$ cat config.mk
export PLATFORM = sky130hd
export DESIGN_NAME = ref_base_streamer
export DESIGN_NICKNAME = d
export VERILOG_FILES = /design/src/rtl/ref_base_streamer_pkg.sv /design/src/rtl/ref_word_unpacker.sv /design/src/rtl/ref_base_streamer.sv
export SDC_FILE = /design/constraint.sdc
export NUM_CORES = 1
export LEC_CHECK = 0
export ABC_CLOCK_PERIOD_IN_PS = 3000
export BUFFER_PORTS_ARGS = -buffer_cell sky130_fd_sc_hd__buf_2
export CORE_ASPECT_RATIO = 0.7
export CORE_MARGIN = 2
export CORE_UTILIZATION = 52
export DETAILED_ROUTE_END_ITERATION = 8
export GPL_ROUTABILITY_DRIVEN = 1
export GPL_TIMING_DRIVEN = 1
export PLACE_DENSITY = 0.76
export SYNTH_ARGS = -nofsm -noshare
export SYNTH_HDL_FRONTEND = slang
export SYNTH_SLANG_ARGS = --single-unit
$ cat constraint.sdc
create_clock -name clk -period 3 [get_ports clk]
set_clock_uncertainty 0.15 [all_clocks]
set_input_delay 0.45 -clock clk [delete_from_list [all_inputs] [get_ports clk]]
set_output_delay 0.45 -clock clk [all_outputs]
set_load 0.03 [all_outputs]
$ cat src/rtl/ref_base_streamer_pkg.sv
// Shared types and constants for the reference base streamer.
package ref_base_streamer_pkg;

  // 2-bit nucleotide codes as stored in reference memory.
  typedef enum logic [1:0] {
    BASE_A = 2'b00,
    BASE_C = 2'b01,
    BASE_G = 2'b10,
    BASE_T = 2'b11
  } base_e;

  localparam int BASES_PER_WORD = 16;

  // Run controller states.
  typedef enum logic [2:0] {
    ST_IDLE   = 3'd0,
    ST_REQ    = 3'd1,
    ST_CAP    = 3'd2,
    ST_STREAM = 3'd3,
    ST_FIN    = 3'd4
  } state_e;

endpackage

$ cat src/rtl/ref_word_unpacker.sv
// Holds the word being drained (cur) and the prefetched word (nxt).
// Bases leave from the top two bits of cur; after the 16th base cur is
// refilled from nxt. If nxt has not arrived, cur goes invalid and is
// filled directly by the late fetch.
module ref_word_unpacker
  import ref_base_streamer_pkg::*;
(
  input  logic        clk,
  input  logic        reset_n,
  input  logic        clear_i,
  input  logic        load_i,
  input  logic        fill_i,
  input  logic        accept_i,
  input  logic [31:0] word_i,
  output logic        cur_valid_o,
  output logic        nxt_valid_o,
  output logic [1:0]  base_o,
  output logic [3:0]  idx_o
);

  localparam logic [3:0] LAST_IDX = 4'(BASES_PER_WORD - 1);

  logic [31:0] cur_q, cur_d;
  logic [31:0] nxt_q, nxt_d;
  logic        cur_v_q, cur_v_d;
  logic        nxt_v_q, nxt_v_d;
  logic [3:0]  idx_q, idx_d;
  logic        turnover;

  assign turnover    = accept_i && (idx_q == LAST_IDX);
  assign cur_valid_o = cur_v_q;
  assign nxt_valid_o = nxt_v_q;
  assign base_o      = cur_q[31:30];
  assign idx_o       = idx_q;

  // Next-state of the two word slots: clear, first load, shift, turnover, fill.
  always_comb begin
    cur_d   = cur_q;
    nxt_d   = nxt_q;
    cur_v_d = cur_v_q;
    nxt_v_d = nxt_v_q;
    idx_d   = idx_q;
    if (clear_i) begin
      cur_v_d = 1'b0;
      nxt_v_d = 1'b0;
      idx_d   = 4'd0;
    end else if (load_i) begin
      cur_d   = word_i;
      cur_v_d = 1'b1;
      nxt_v_d = 1'b0;
      idx_d   = 4'd0;
    end else if (turnover) begin
      idx_d = 4'd0;
      if (nxt_v_q) begin
        cur_d   = nxt_q;
        cur_v_d = 1'b1;
        nxt_v_d = 1'b0;
      end else if (fill_i) begin
        cur_d   = word_i;
        cur_v_d = 1'b1;
      end else begin
        cur_v_d = 1'b0;
      end
    end else begin
      if (accept_i) begin
        cur_d = {cur_q[29:0], 2'b00};
        idx_d = idx_q + 4'd1;
      end
      if (fill_i) begin
        if (cur_v_q) begin
          nxt_d   = word_i;
          nxt_v_d = 1'b1;
        end else begin
          cur_d   = word_i;
          cur_v_d = 1'b1;
          idx_d   = 4'd0;
        end
      end
    end
  end

  // Word slot registers.
  always_ff @(posedge clk or negedge reset_n) begin
    if (!reset_n) begin
      cur_q   <= '0;
      nxt_q   <= '0;
      cur_v_q <= 1'b0;
      nxt_v_q <= 1'b0;
      idx_q   <= 4'd0;
    end else begin
      cur_q   <= cur_d;
      nxt_q   <= nxt_d;
      cur_v_q <= cur_v_d;
      nxt_v_q <= nxt_v_d;
      idx_q   <= idx_d;
    end
  end

endmodule

$ cat src/rtl/ref_base_streamer.sv
// Streams a run of packed 2-bit bases from reference memory, one per cycle.
// Handshake: a base moves when base_valid && base_ready on a rising edge;
// base_data/base_last hold while base_valid && !base_ready.
// A fetch is a two-stage pipe: mem_addr is registered (fetch_a), the memory
// answers one cycle later (fetch_b), and the word is captured on that edge.
module ref_base_streamer
  import ref_base_streamer_pkg::*;
#(
  parameter int MEM_SIZE   = 4096,
  parameter int ADDR_WIDTH = 32,
  parameter int DATA_WIDTH = 32,
  parameter int LEN_WIDTH  = 20
) (
  input  logic                  clk,
  input  logic                  reset_n,
  input  logic                  start,
  input  logic [ADDR_WIDTH-1:0] base_addr,
  input  logic [LEN_WIDTH-1:0]  len_bases,
  input  logic                  abort,
  output logic                  busy,
  output logic                  done,
  output logic [ADDR_WIDTH-1:0] mem_addr,
  input  logic [DATA_WIDTH-1:0] mem_dout,
  output logic [1:0]            base_data,
  output logic                  base_valid,
  input  logic                  base_ready,
  output logic                  base_last,
  output logic [2:0]            dbg_state
);

  localparam logic [ADDR_WIDTH-1:0] MEM_BYTES = ADDR_WIDTH'(MEM_SIZE);

  state_e                state_q, state_d;
  logic [LEN_WIDTH-1:0]  remaining_q, remaining_d;
  logic [ADDR_WIDTH-1:0] word_addr_q, word_addr_d;
  logic [ADDR_WIDTH-1:0] mem_addr_q, mem_addr_d;
  logic                  fetch_a_q, fetch_a_d;
  logic                  fetch_b_q, fetch_b_d;

  logic [ADDR_WIDTH-1:0] aligned_addr;
  logic [ADDR_WIDTH-1:0] word_addr_inc;
  logic [LEN_WIDTH-1:0]  left_in_cur;
  logic                  cur_valid, nxt_valid;
  logic [1:0]            cur_base;
  logic [3:0]            cur_idx;
  logic                  accept, prefetch;
  logic                  unp_clear, unp_load, unp_fill;

  assign aligned_addr  = base_addr & ~ADDR_WIDTH'(3);
  assign word_addr_inc = (word_addr_q + ADDR_WIDTH'(4)) % MEM_BYTES;
  assign left_in_cur   = cur_valid ? (LEN_WIDTH'(BASES_PER_WORD) - LEN_WIDTH'(cur_idx)) : '0;

  assign base_valid = (state_q == ST_STREAM) && cur_valid;
  assign base_data  = base_valid ? cur_base : BASE_A;
  assign base_last  = base_valid && (remaining_q == LEN_WIDTH'(1));
  assign accept     = base_valid && base_ready;
  assign busy       = (state_q == ST_REQ) || (state_q == ST_CAP) || (state_q == ST_STREAM);
  assign done       = (state_q == ST_FIN);
  assign mem_addr   = mem_addr_q;
  assign dbg_state  = state_q;

  // Fetch the next word only when it will be needed and nothing is pending.
  assign prefetch = (state_q == ST_STREAM) && !abort && !nxt_valid &&
                    !fetch_a_q && !fetch_b_q && (remaining_q > left_in_cur);

  assign unp_clear = abort || !((state_q == ST_CAP) || (state_q == ST_STREAM));
  assign unp_load  = (state_q == ST_CAP);
  assign unp_fill  = fetch_b_q && (state_q == ST_STREAM);

  ref_word_unpacker u_unpacker (
    .clk         (clk),
    .reset_n     (reset_n),
    .clear_i     (unp_clear),
    .load_i      (unp_load),
    .fill_i      (unp_fill),
    .accept_i    (accept),
    .word_i      (mem_dout[31:0]),
    .cur_valid_o (cur_valid),
    .nxt_valid_o (nxt_valid),
    .base_o      (cur_base),
    .idx_o       (cur_idx)
  );

  // Run controller next state, address generation and fetch pipe.
  always_comb begin
    state_d     = state_q;
    remaining_d = remaining_q;
    word_addr_d = word_addr_q;
    mem_addr_d  = mem_addr_q;
    fetch_a_d   = 1'b0;
    fetch_b_d   = 1'b0;
    case (state_q)
      ST_IDLE: begin
        if (start) begin
          remaining_d = len_bases;
          if (len_bases == '0) begin
            state_d = ST_FIN;
          end else begin
            word_addr_d = aligned_addr;
            mem_addr_d  = aligned_addr;
            state_d     = ST_REQ;
          end
        end
      end
      ST_REQ: state_d = ST_CAP;
      ST_CAP: begin
        word_addr_d = word_addr_inc;
        state_d     = ST_STREAM;
      end
      ST_STREAM: begin
        fetch_b_d = fetch_a_q;
        if (accept) begin
          remaining_d = remaining_q - LEN_WIDTH'(1);
          if (remaining_q == LEN_WIDTH'(1)) state_d = ST_FIN;
        end
        if (prefetch) begin
          mem_addr_d  = word_addr_q;
          word_addr_d = word_addr_inc;
          fetch_a_d   = 1'b1;
        end
      end
      ST_FIN:  state_d = ST_IDLE;
      default: state_d = ST_IDLE;
    endcase
    if (abort && (state_q != ST_IDLE)) begin
      state_d   = ST_IDLE;
      fetch_a_d = 1'b0;
      fetch_b_d = 1'b0;
    end
  end

  // Controller registers.
  always_ff @(posedge clk or negedge reset_n) begin
    if (!reset_n) begin
      state_q     <= ST_IDLE;
      remaining_q <= '0;
      word_addr_q <= '0;
      mem_addr_q  <= '0;
      fetch_a_q   <= 1'b0;
      fetch_b_q   <= 1'b0;
    end else begin
      state_q     <= state_d;
      remaining_q <= remaining_d;
      word_addr_q <= word_addr_d;
      mem_addr_q  <= mem_addr_d;
      fetch_a_q   <= fetch_a_d;
      fetch_b_q   <= fetch_b_d;
    end
  end

endmodule

# Yosys cells after proc, flatten, opt, wreduce, memory -nomap -nowiden

Cells that the tools add are included.

$add $sub $neg: 4
Order comparisons: 1
Equal/unequal tests: 14
Mux-type cells: 46
Bitwise gates (word level): 3
Reductions and logical operators: 34

Operators with widths:

| cell                                                  | number |
|---|---|
| 2-to-1 mux 32 bit                                     | 11 |
| case mux 32 bit (3 select lines)                      | 1 |
| case mux 32 bit (2 select lines)                      | 1 |
| 2-to-1 mux 20 bit                                     | 3 |
| case mux 20 bit (2 select lines)                      | 1 |
| 2-to-1 mux 4 bit                                      | 6 |
| == test 20 x 1 -> 1 bit, second input constant        | 1 |
| greater-than comparator 20 bit                        | 1 |
| logical NOT 20 bit                                    | 1 |
| subtractor 20 x 1 -> 20 bit, second input constant    | 1 |
| 2-to-1 mux 1 bit                                      | 16 |
| 2-to-1 mux 3 bit                                      | 5 |
| adder 12 x 3 -> 12 bit, second input constant         | 1 |
| case mux 3 bit (4 select lines)                       | 1 |
| logical AND 1 bit                                     | 11 |
| AND reduction 4 bit                                   | 2 |
| nonzero test 4 bit                                    | 2 |
| == test 3 x 2 -> 1 bit, second input constant         | 2 |
| inequality test 2 bit, second input constant          | 3 |
| inequality test 3 x 1 -> 1 bit, second input constant | 2 |
| AND reduction 3 bit                                   | 2 |
| nonzero test 3 bit                                    | 2 |
| subtractor 5 x 4 -> 6 bit, first input constant       | 1 |
| logical NOT 1 bit                                     | 5 |
| other kinds (14)                                      | 20 |

Register bits: 159
Input bits: 89
Output and inout port bits: 41
Logic and storage cells: 113

# Longest topological paths before layout

Gate-level depths: netlist of run 1.

Word-level depth: 9
Depth in mapped cells: 13
Mapped depth without buffers: 11

# Cells and area by module

Synthesis of run 1 repeated with hierarchy kept, for this count alone.

Cells, all modules: 853
Area, all modules: 8695.8 sq um

Modules (own cells, without submodules):

| module            | times used | cells an instance | area each (sq um) | seq. area each (sq um) |
|---|---|---|---|---|
| ref_base_streamer | 1          | 543               | 4971.0            | 2127.0 |
| ref_word_unpacker | 1          | 310               | 3724.8            | 1751.7 |

# Worst setup path before layout of run 1

Ideal clock, no wire load.

Kind: register to register
From: reg u_unpacker.idx_q[0], in the netlist u_unpacker.idx_o[0]
To: reg mem_addr_q[20], in the netlist mem_addr[20]
Setup time: 118 ps
Arrival time: 2534 ps
Required time: 2732 ps
Slack: 198 ps
Cell stages (with the launch flop): 13
Path buffers: 2
Period minus slack after synthesis: 2802 ps
Path through: dfrtp_1 nor3_1 xnor2_1 nand2_1 ha_1 a21oi_1 o21a_1 o221a_4 or3_2 buf_6 buf_12 o22ai_2 nor2_2

Cells in the longest elaborated chain, start to end: 6

Ends and longest elaborated chain:

| element                                | RTL line                 | source |
|---|---|---|
| start: declaration                     | ref_word_unpacker.sv:27  | `logic [3:0] idx_q, idx_d;` |
| start signal: assignment               | ref_word_unpacker.sv:95  | `idx_q <= idx_d;` |
| subtractor 5 x 4 -> 6 bit              | ref_base_streamer.sv:51  | `assign left_in_cur = cur_valid ? (LEN_WIDTH'(BASES_PER_WORD) - LEN_WIDTH'(cur_idx)) : '0;` |
| 2-to-1 mux 20 bit                      | ref_base_streamer.sv:51  |  |
| greater-than comparator 20 bit         | ref_base_streamer.sv:64  | `!fetch_a_q && !fetch_b_q && (remaining_q > left_in_cur);` |
| logical AND 1 bit                      | ref_base_streamer.sv:64  |  |
| inequality test 2 bit (no source line) | n/a                      |  |
| AND reduction 4 bit (no source line)   | n/a                      |  |
| end signal: assignment                 | ref_base_streamer.sv:145 | `mem_addr_q <= mem_addr_d;` |
| end: declaration                       | ref_base_streamer.sv:36  | `logic [ADDR_WIDTH-1:0] mem_addr_q, mem_addr_d;` |

No other way between the ends.
A chain may end at the register's enable or synchronous reset.

# Final worst setup path of run 1

From: reg u_unpacker.idx_q[1], in the netlist u_unpacker.idx_o[1]
To: reg word_addr_q[7]

Cells in the longest elaborated chain, start to end: 6

Ends and longest elaborated chain:

| element                                | RTL line                 | source |
|---|---|---|
| subtractor 5 x 4 -> 6 bit              | ref_base_streamer.sv:51  |  |
| 2-to-1 mux 20 bit                      | ref_base_streamer.sv:51  |  |
| greater-than comparator 20 bit         | ref_base_streamer.sv:64  |  |
| logical AND 1 bit                      | ref_base_streamer.sv:64  |  |
| inequality test 2 bit (no source line) | n/a                      |  |
| AND reduction 4 bit (no source line)   | n/a                      |  |
| end signal: assignment                 | ref_base_streamer.sv:144 | `word_addr_q <= word_addr_d;` |
| end: declaration                       | ref_base_streamer.sv:35  | `logic [ADDR_WIDTH-1:0] word_addr_q, word_addr_d;` |

No other way between the ends.

==> results of run 1 <==
## synth_stat cells (all sizes together) (3+ instances only)
| cell type | count | area [µm²] |
|---|---|---|
| a22oi | 17 | 127.6 |
| o211ai | 17 | 127.6 |
| inv | 13 | 48.79 |
| a32oi | 19 | 166.4 |
| dfrtp | 155 | 3879 |
| mux2 | 32 | 360.4 |
| and3 | 8 | 50.05 |
| nor2 | 112 | 495.5 |
| clkbuf | 38 | 142.6 |
| xnor2 | 3 | 26.28 |
| ha | 10 | 125.1 |
| a31oi | 19 | 118.9 |
| o22ai | 52 | 506.7 |
| mux2i | 15 | 150.1 |
| nor3 | 15 | 75.07 |
| a21oi | 45 | 229.0 |
| a21o | 4 | 30.03 |
| a22o | 21 | 183.9 |
| nand3 | 33 | 165.2 |
| o21ai | 48 | 240.2 |
| or3 | 5 | 32.53 |
| nand2b | 5 | 31.28 |
| or4 | 5 | 41.29 |
| buf | 28 | 202.7 |
| and2 | 4 | 25.02 |
| nand2 | 111 | 416.7 |
| nor4 | 12 | 96.34 |
| nand4 | 5 | 31.28 |
## metal layers
layer / share of wire, % / wire length, µm / track usage, %
met5: 0 / 0 / 0
met4: 0.72 / 159 / 6.750
met3: 6.8 / 1500 / 4.222
met2: 44 / 9590 / 38.65
met1: 49 / 10710 / 39.80
## registers in the layout (all words and copies together) (netlist names)
register	count
u_unpacker.cur_q	32
u_unpacker.nxt_q	32
mem_addr	30
word_addr_q	30
remaining_q	20
u_unpacker.idx_o	4
dbg_state	3
fetch_a_q	1
fetch_b_q	1
u_unpacker.cur_valid_o	1
u_unpacker.nxt_valid_o	1
## final timing paths
check                                              start                         endpoint  slack (ps)  depth (start not counted)
max in group asynchronous                        reset_n  u_unpacker.cur_q[4]$_DFFE_PN0P_        1580                          3
max                        u_unpacker.idx_o[1]$_DFF_PN0_       word_addr_q[7]$_DFFE_PN0P_          80                         10
min                                        base_addr[14]      word_addr_q[14]$_DFFE_PN0P_         110                          2
max reg2reg                u_unpacker.idx_o[1]$_DFF_PN0_       word_addr_q[7]$_DFFE_PN0P_          80                         10
min reg2reg                          fetch_a_q$_DFF_PN0_              fetch_b_q$_DFF_PN0_         320                          1
min in group asynchronous                        reset_n      remaining_q[12]$_DFFE_PN0P_         350                          2
## worst reg2reg max path: stages, from the launching register on
cell      delay (ps)
dfrtp_2          440
nor3_2           240
xnor2_1          140
nand2_1           80
ha_1             320
a21oi_1           80
o21a_1           180
o221a_4          310
a2111o_2         590
inv_2            200
a21oi_1           90
## cell usage in the layout (no fill, tap or decap), types with 29 or more instances in the layout
cell type,instances
o21ai_0,45
o22ai_2,29
mux2_2,32
buf_2,124
a21oi_1,44
nor2_2,30
nand2_1,111
dfrtp_1,154
nor2_1,82
nand3_1,32
buf_4,35
## cells by family after synthesis
| logic type | count (synthesis) | share of synthesized area, % |
|---|---|---|
| compound gates | 260 | 22.73 |
| mux | 47 | 6.089 |
| fa+ha+maj | 10 | 1.492 |
| xor+xnor | 5 | 0.5224 |
| flops | 155 | 46.26 |
| other cells | 1 | 0.04473 |
| buf+inv | 79 | 4.701 |
| simple gates | 323 | 18.16 |
## stage by stage
step           utilization, %  total power, mW  setup TNS (ps)  setup WS, ps
5_1_grt                 63.45            7.932          -292.8        -48.77
3_3_place_gp            59.50            5.318               0         25.57
3_5_place_dp            59.50            5.406          -380.2        -47.76
6_report                63.45            7.480               0         77.13
2_1_floorplan               -            4.698               0         198.1
4_1_cts                 63.20            7.492               0         11.02
## where the power goes
group	total [mW]	switching [mW]	leakage (nW)	internal (mW)
registers	3.15	0.522	1.92	2.63
clock network	2.06	0.963	0.274	1.10
logic	2.27	1.35	2.27	0.914
total	7.48	2.84	4.46	4.64
## repair_timing
| item | in CTS | in global routing |
|---|---|---|
| gates resized for setup | 0 | 4 |
| endpoints found under the hold margin | 34 | 0 |
| setup endpoints to repair | 9 | 40 |
| pin swaps | 1 | 0 |
| cloned | 1 | 1 |
| hold buffers | 1 | 0 |
## layout make-up
class / count / share of cell area, %
Clock inverter: 14 / 1.286
Inverter: 13 / 0.4916
Tap cell: 200 / 2.521
Clock buffer: 18 / 4.324
Sequential cell: 155 / 39.09
Timing Repair Buffer: 166 / 10.17
Multi-Input combinational cell: 648 / 42.12
==> reports/metrics.csv, run 1 <==
stage;metric;value;unit
power;leakage;4.457;nW
synth;yosysWarnings;0;
run_status;outcome;finished, final reports clean;
power;power.density;753.6;nW/µm²
critical_path;critical_path_class;flop to flop;
grt;grt_pass1_vias;6877;
run;drv_cap;0;
synth;avgSynthCellArea;9.528;µm²
critical_path;cp_common_cell;a21oi_1;
critical_path;path_buf_inv;1;
finish;final-seq-area;3880;µm²
finish;final_nets;1100;
clocking;postCtsSetupRepairBufs;0;
grt;grt_max_degree;84;
critical_path;critPathMaxFanout;12;
sta;period_share;97.43;%
grt;track_usage;26.05;%
synth;postSynthRegisterBits;155;
floorplan;ios;130;
clocking;clock-sinks;155;
critical_path;cp_slowest_cell;a2111o_2;
min_path;min-delay-path-class;input pin to flop;
critical_path;arrival;3070;ps
route;dr.pass1.iters;5;
clocking;path_clk_slew;70;ps
power;peakVddDrop;381.3;µV
finish;finalNonFillerCells;1214;
sta;setup_viol_count_final;0;
floorplan;dieHeight;110.2;µm
finish;diodes;0;
clocking;root_buffer;clkbuf_16;
synth;synthFlopType;dfrtp_1;
synth;synth_area;8384;µm²
route;first_iter_violations;611;
route;ant_nets;0;
floorplan;die-area;17170;µm²
route;wl_per_cell;18.09;µm
grt;antenna_found_initial;0;
route;drc;0;
floorplan;rows;38;
synth;synth-edff-count;0;
sta;fin_crit;2923;ps
floorplan;fp.dieW;155.8;µm
placed_design;hpwl;14100;µm
synth;async_flop_share;100.0;%
floorplan;coreArea;15640;µm²
grt;grt-ovfl-total;0;
clocking;cts_max_path_buffers;2;
finish;area_growth_syn_to_layout;18.39;%
finish;final_area;9926;µm²
critical_path;start_kind;flop;
grt;grt_pass1_wl;35430;µm
sta;fmaxAchievable;342.1;MHz
route;routed_via_density;6.067;
critical_path;cp_cell_sequence;nor3_2 > xnor2_1 > nand2_1 > ha_1 > a21oi_1 > o21a_1 > o221a_4 > a2111o_2 > inv_2 > a21oi_1;
sta;hold_viol_final;0;
sta;drv_slew;0;
synth;syn-instance-count;880;
clocking;htreeDepth;4;
placed_design;post_dp_cell_area;9308;µm²
sta;hold_ws;110.8;ps
route;vias;7365;
placed_design;io_buffers;125;
critical_path;cpLargestDelayFamily;compound AO/OA/AOI/OAI gates;
sta;worst_pin_slew;1119;ps
critical_path;cp_slowest_stage_delay;580;ps
route;routed_wl;21970;µm
critical_path;cp_data_required_time;3140;ps
clocking;cts_made_buffers;17;
finish;fillCellCount;1333;
synth;netlist-cell-type-count;64;
placed_design;routabilityCongestion;0.8714;
floorplan;initial_core_util;53.60;%
synth;ys_seq_area_share;46.26;%
clocking;cts_tree;done;
placed_design;placedCellCount;1179;
finish;drive_gt1_share;29.88;%
sta;maxSlewHeadroom;25.12;%
finish;multi_input_area;4180;µm²
critical_path;end_kind;flop;
clocking;clk_latency;420;ps
(Power assumes the default switching activity.)
==> inputs of run 2 (changes only) <==
Settings changed: SYNTH_HIERARCHICAL set to 1.
==> run 2 against run 1 <==
Critical path depth is the same. Final area is 3.5% higher. Clock-buffer cell count rose by 1.
==> reports/metrics.csv, run 2 <==
stage;metric;value;unit;change
placed_design;routabilityCongestion;0.9047;;+3.8%
finish;finalNonFillerCells;1210;;-0.33%
clocking;clk_latency;420;ps;about the same
synth;synth_top_area_share;44.60;%;-1.7 points
clocking;root_buffer;clkbuf_16;;
run;drv_cap;0;;unchanged
power;power.share.clock;22.3;%;-5.3 points
finish;reg_top3;u_unpacker/cur_q (32), u_unpacker/nxt_q (32);;
critical_path;critical_path_class;flop to flop;;
floorplan;initial_core_util;53.20;%;-0.40 points
sta;hold_ws;116.2;ps;+5.486 ps
min_path;min_from;base_addr[31];;
placed_design;post_dp_cell_area;9567;µm²;+2.8%
synth;synth_area;8696;µm²;+3.7%
sta;hold_viol_final;0;;unchanged
synth;synth_largest_area_cell;dfrtp_1;;
power;swShare;39.23;%;+1.3 points
route;routed_via_density;5.962;;-1.7%
power;power_switching;3.776;mW;+33%
floorplan;die-area;17790;µm²;+3.6%
grt;met1_usage;38.13;%;-1.7 points
critical_path;end_kind;flop;;
min_path;min-delay-path-class;input pin to flop;;
route;wl_per_cell;17.95;µm;-0.79%
route;first_iter_violations;664;;+8.7%
synth;async_flop_share;100.0;%;unchanged
power;leakage;4.644;nW;+4.2%
critical_path;r2r_slack;60;ps;-20 ps
run_status;outcome;finished, final reports clean;;
finish;fillCellCount;1332;;-0.075%
power;power.density;936.7;nW/µm²;+24%
placed_design;hpwl;14360;µm;+1.8%
clocking;cts_tree;done;;
route;dr.pass1.iters;7;;+2
clocking;cts_max_path_buffers;2;;unchanged
clocking;clock-sinks;155;;unchanged
critical_path;cp_slowest_cell;dfrtp_1;;
critical_path;start_kind;flop;;
route;drc;0;;unchanged
power;peakVddDrop;408.9;µV;+7.2%
clocking;path_clk_slew;70;ps;about the same
critical_path;cp_data_required_time;3150;ps;about the same
finish;multi_input_area;4444;µm²;+6.3%
placed_design;placedCellCount;1170;;-0.76%
clocking;cts_made_buffers;17;;unchanged
floorplan;ios;130;;unchanged
grt;track_usage;24.78;%;-1.3 points
grt;grt_pass1_vias;6811;;-0.96%
sta;finalSetupTns;0;ps;unchanged
critical_path;cp_slowest_stage_delay;420;ps;-160 ps
sta;layout_setup_ws;58.56;ps;-18.57 ps
power;fin_total_pwr;9.625;mW;+29%
critical_path;critPathMaxFanout;15;;+3
sta;fin_crit;2941;ps;+18.57 ps
clocking;htreeDepth;4;;unchanged
synth;syn-instance-count;853;;-3.1%
synth;postSynthRegisterBits;155;;unchanged
critical_path;arrival;3090;ps;+20 ps
synth;synth.most_common_cell;dfrtp_1;;
finish;final_cell_mix;dfrtp_1, nand2_1, buf_2;;
power;seqPwrFrac;35.7;%;-6.5 points
critical_path;rr_worst_depth;10;;unchanged
route;ant_nets;0;;unchanged
power;internal_power;5.849;mW;+26%
floorplan;dieHeight;112.2;µm;+1.8%
finish;area_growth_syn_to_layout;18.16;%;
synth;avgSynthCellArea;10.19;µm²;+7.0%
placed_design;pre_cts_slack;108.1;ps;+155.9 ps
synth;synth-edff-count;0;;unchanged
sta;period_share;98.05;%;+0.62 points
grt;grt-ovfl-total;0;;unchanged
sta;worst_pin_slew;761.0;ps;-358.1 ps
finish;final_area;10270;µm²;+3.5%
finish;drive_gt1_share;29.54;%;-0.34 points
route;routed_wl;21720;µm;-1.1%
grt;met2_usage;34.92;%;-3.7 points
grt;antenna_found_initial;0;;unchanged
route;vias;7214;;-2.1%
finish;final-seq-area;3881;µm²;about the same
finish;diodes;0;;unchanged
grt;grt_pass1_wl;35160;µm;-0.76%
grt;grt_max_degree;65;;-23%
synth;synthTopCellsByArea;dfrtp_1, mux2_4, nand2_1;;
finish;finish.utilization;62.86;%;-0.60 points
critical_path;timing.rr.end;mem_addr[18]$_DFFE_PN0P_;;
finish;final_common_cell;dfrtp_1;;
power;combinationalPowerShare;42.0;%;+12 points
synth;yosysWarnings;6;;+6
sta;drv_slew;0;;unchanged
finish;final_nets;1071;;-2.6%
min_path;holdPathEnd;word_addr_q[31]$_DFFE_PN0P_;;
floorplan;rows;39;;+2.6%
placed_design;io_buffers;125;;unchanged
sta;setup_viol_count_final;0;;unchanged
floorplan;fp.dieW;158.6;µm;+1.8%
grt;met3_usage;5.290;%;+1.1 points
critical_path;reg2reg_from;u_unpacker/idx_o[1]$_DFF_PN0_;;
min_path;whs_path_depth;2;;unchanged
synth;synthFlopType;dfrtp_1;;
grt;grt.busiest_layer;met1;;
synth;ys_seq_area_share;44.60;%;-1.7 points
floorplan;coreArea;16350;µm²;+4.5%
critical_path;cp_cell_sequence;nor3_2 > xnor2_1 > nand2_1 > ha_4 > and3_1 > o21ai_0 > a211o_1 > a31oi_4 > buf_12 > mux2_4;;
synth;netlist-cell-type-count;75;;+17%
sta;maxSlewHeadroom;49.14;%;+24 points
synth;netlist_top_cells_count;dfrtp_1, nand2_1, mux2_4, nor3_1, nor2_1;;
sta;fmaxAchievable;340.0;MHz;-0.63%
==> run 2: changes by cell type after synthesis, moves of 14 or more <==
cell,delta
nor2_1,-40
mux2_4,+59
a221oi_1,+27
nor3_1,+33
a21oi_1,-14
nor2_2,-30
a32oi_1,-19
nand3_1,-20
o211ai_1,-17
a31oi_1,-16
nand2_1,+32
mux2_2,-29
o22ai_2,-29
==> run 2: what timing repair did <==
action,4_1_cts,5_1_grt
resized for setup,2,7
hold buffers,1,0
buffers inserted,2,3
pin swaps,1,1
hold endpoints to repair,32,0
endpoints found under the setup margin,1,31
gates cloned,0,2
==> run 2: worst max-delay path by stage <==
stage                             startpoint                               end  slack, ps
2_1_floorplan       dbg_state[2]$_DFFE_PN0P_  u_unpacker/cur_q[13]$_DFFE_PN0P_         30
3_3_place_gp   u_unpacker/idx_o[1]$_DFF_PN0_           mem_addr[6]$_DFFE_PN0P_        150
3_5_place_dp   u_unpacker/idx_o[0]$_DFF_PN0_           mem_addr[9]$_DFFE_PN0P_        110
4_1_cts          remaining_q[16]$_DFFE_PN0P_                         base_last         20
5_1_grt        u_unpacker/idx_o[1]$_DFF_PN0_          mem_addr[18]$_DFFE_PN0P_        -20
6_report       u_unpacker/idx_o[1]$_DFF_PN0_          mem_addr[18]$_DFFE_PN0P_         60
==> run 2: cell type report <==
type | count | share of cell area, %
inverter | 11 | 0.4018
clock inverter | 13 | 1.413
clock buffer | 19 | 4.311
timing repair buffer | 164 | 10.11
sequential | 155 | 37.77
tap | 225 | 2.740
multi-input combinational | 623 | 43.25
==> run 2: power groups by stage <==
stage,sequential [mW],combinational (mW),clock [mW]
floorplan,3.69,2.57,0
global route,3.53,4.40,2.27
CTS,3.41,3.94,2.18
finish,3.44,4.04,2.15
detailed placement,3.44,3.89,0
global placement,3.41,3.80,0
==> run 2: logic make-up (layout without fill, tap and decap cells) <==
kind of cell,Yosys count,after routing,synth area share [%]
fa+ha+maj,10,10,1.439
simple gates,314,314,17.14
buf+inv,76,207,4.935
mux,91,91,13.93
compound gates,200,200,17.31
flops,155,155,44.60
xor+xnor,6,6,0.6043
other cells,1,2,0.04312
==> run 2: per-layer routing <==
layer	routed length (µm)	part of all wire [%]
met1	10490	48
met2	9357	43
met3	1555	7.2
met4	320	1.5
met5	0	0
==> run 2: worst max-delay path: cells and delay by family, from the launching register on <==
family	cells	cell delay (ps)
AOI/OAI and AO/OA	3	780
xor gates and xnor gates	1	140
adders and majority gates	1	300
buffers and inverters	1	230
DFF	1	420
muxes	1	310
and+or+nand+nor	3	480
==> inputs of run 3 (changes only) <==
--- a/config.mk
+++ b/config.mk
@@ -20 +20,2 @@
 export SYNTH_SLANG_ARGS = --single-unit
+export TNS_END_PERCENT = 50
--- a/constraint.sdc
+++ b/constraint.sdc
@@ -4,2 +4,2 @@
 set_output_delay 0.45 -clock clk [all_outputs]
-set_load 0.03 [all_outputs]
+set_load 0.1 [all_outputs]
==> run 3 against run 2 <==
First-iteration DRC count fell by 19%. Sequential share of layout area fell by 0.28 points. Core utilization rose by 0.67 points. Cell count rose by 0.25%. Critical path type is now flop to output pin.
==> reports/metrics.csv, run 3 (synthesis gave the netlist of run 2 again) <==
stage;metric;value;unit;change
grt;grt.busiest_layer;met1;;
sta;hold_ws;115.0;ps;-1.194 ps
finish;area_growth_syn_to_layout;19.42;%;
grt;met1_usage;38.48;%;+0.35 points
clocking;cts_made_buffers;17;;unchanged
sta;hold_viol_final;0;;unchanged
clocking;htreeDepth;4;;unchanged
grt;grt_pass1_vias;6858;;+0.69%
sta;layout_setup_ws;48.41;ps;-10.15 ps
clocking;cts_max_path_buffers;2;;unchanged
route;routed_via_density;5.917;;-0.76%
critical_path;cp_data_required_time;2400;ps;-750 ps
sta;maxSlewHeadroom;48.41;%;-0.73 points
placed_design;io_buffers;125;;unchanged
finish;final_common_cell;dfrtp_1;;
sta;fin_crit;2952;ps;+10.15 ps
placed_design;pre_cts_slack;143.4;ps;+35.31 ps
floorplan;coreArea;16350;µm²;unchanged
critical_path;r2r_slack;130;ps;+70 ps
run;drv_cap;0;;unchanged
route;routed_wl;21810;µm;+0.43%
finish;drive_gt1_share;30.47;%;+0.92 points
placed_design;hpwl;14490;µm;+0.92%
critical_path;end_kind;output pin;;
finish;multi_input_area;4441;µm²;about the same
power;power.density;1054;nW/µm²;+13%
finish;final-seq-area;3894;µm²;+0.32%
sta;finalSetupTns;0;ps;unchanged
power;peakVddDrop;749.9;µV;+83%
floorplan;initial_core_util;53.20;%;unchanged
finish;final_cell_mix;dfrtp_1, nand2_1, buf_2;;
route;drc;0;;unchanged
grt;grt-ovfl-total;0;;unchanged
grt;grt_pass1_wl;35670;µm;+1.5%
clocking;root_buffer;clkbuf_16;;
finish;finalNonFillerCells;1213;;+0.25%
sta;setup_viol_count_final;0;;unchanged
finish;fillCellCount;1349;;+1.3%
finish;final_nets;1074;;+0.28%
sta;rsz0062_at_grt;true;;
placed_design;routabilityCongestion;0.9140;;+1.0%
run_status;outcome;finished, final reports clean;;
finish;reg_top3;u_unpacker/cur_q (32), u_unpacker/nxt_q (32);;
floorplan;dieHeight;112.2;µm;unchanged
critical_path;critical_path_class;flop to output pin;;
critical_path;arrival;2350;ps;-740 ps
route;first_iter_violations;540;;-19%
route;wl_per_cell;17.98;µm;+0.18%
route;ant_nets;0;;unchanged
finish;final_area;10390;µm²;+1.1%
power;fin_total_pwr;10.95;mW;+14%
floorplan;die-area;17790;µm²;unchanged
clocking;path_clk_slew;70;ps;about the same
grt;met2_usage;36.45;%;+1.5 points
route;vias;7177;;-0.51%
power;leakage;4.686;nW;+0.90%
critical_path;critPathMaxFanout;2;;-13
sta;worst_pin_slew;772.0;ps;+10.94 ps
finish;diodes;0;;unchanged
min_path;min-delay-path-class;input pin to flop;;
grt;met3_usage;5.367;%;+0.077 points
sta;fmaxAchievable;338.8;MHz;-0.34%
placed_design;post_dp_cell_area;9637;µm²;+0.73%
grt;antenna_found_initial;0;;unchanged
sta;period_share;98.39;%;+0.34 points
grt;grt_max_degree;65;;unchanged
finish;finish.utilization;63.53;%;+0.67 points
grt;track_usage;25.33;%;+0.55 points
floorplan;ios;130;;unchanged
sta;drv_slew;0;;unchanged
floorplan;rows;39;;unchanged
clocking;cts_tree;done;;
clocking;clk_latency;430;ps;about the same
clocking;clock-sinks;155;;unchanged
route;dr.pass1.iters;7;;unchanged
placed_design;placedCellCount;1171;;+0.085%
floorplan;fp.dieW;158.6;µm;unchanged
critical_path;start_kind;flop;;
==> run 3: final cells by class <==
cell class                 count  share of cell area, %
clock buffer                  19                  4.361
multi-input combinational    623                  42.76
inverter                      11                 0.3976
timing repair buffer         167                  11.01
tap                          225                  2.711
clock inverter                13                  1.265
sequential                   155                  37.49
==> run 3: final timing paths <==
kind / startpoint / to / cells past startpoint
setup / recovery: remaining_q[17]$_DFFE_PN0P_ / base_last / 5
hold / removal: base_addr[31] / word_addr_q[31]$_DFFE_PN0P_ / 2
setup reg to reg: u_unpacker/idx_o[1]$_DFF_PN0_ / mem_addr[2]$_DFFE_PN0P_ / 11
hold reg to reg: word_addr_q[25]$_DFFE_PN0P_ / word_addr_q[25]$_DFFE_PN0P_ / 1
max in group asynchronous: reset_n / u_unpacker/nxt_q[29]$_DFFE_PN0P_ / 3
min in group asynchronous: reset_n / mem_addr[31]$_DFFE_PN0P_ / 2
==> run 3: what timing repair did <==
action	4_1_cts	5_1_grt
hold buffers	1	0
pin swaps	1	3
gates cloned	0	3
gates resized for setup	3	8
endpoints found under the setup margin	1	31
setup buffers	3	3
endpoints found under the hold margin	35	0
==> run 3: critical path: stages (launching register included) <==
cell and delay [ps]:
dfrtp_1 390, or4_4 540, or4_4 550, nor2_4 110, and2_4 160, buf_12 160
==> run 3: layer usage <==
layer	vias up	wire length (µm)
met3	24	1398
met4	0	257
met2	259	9580
met1	3492	10580
li1	3402	-
met5	-	0
==> run 3: power by group <==
part	internal (mW)	leakage, nW	switching [mW]	total, mW
Sequential	2.82	1.97	0.632	3.46
Clock	1.21	0.283	0.939	2.15
Combinational	1.82	2.43	3.52	5.34
Total	5.86	4.69	5.09	10.9
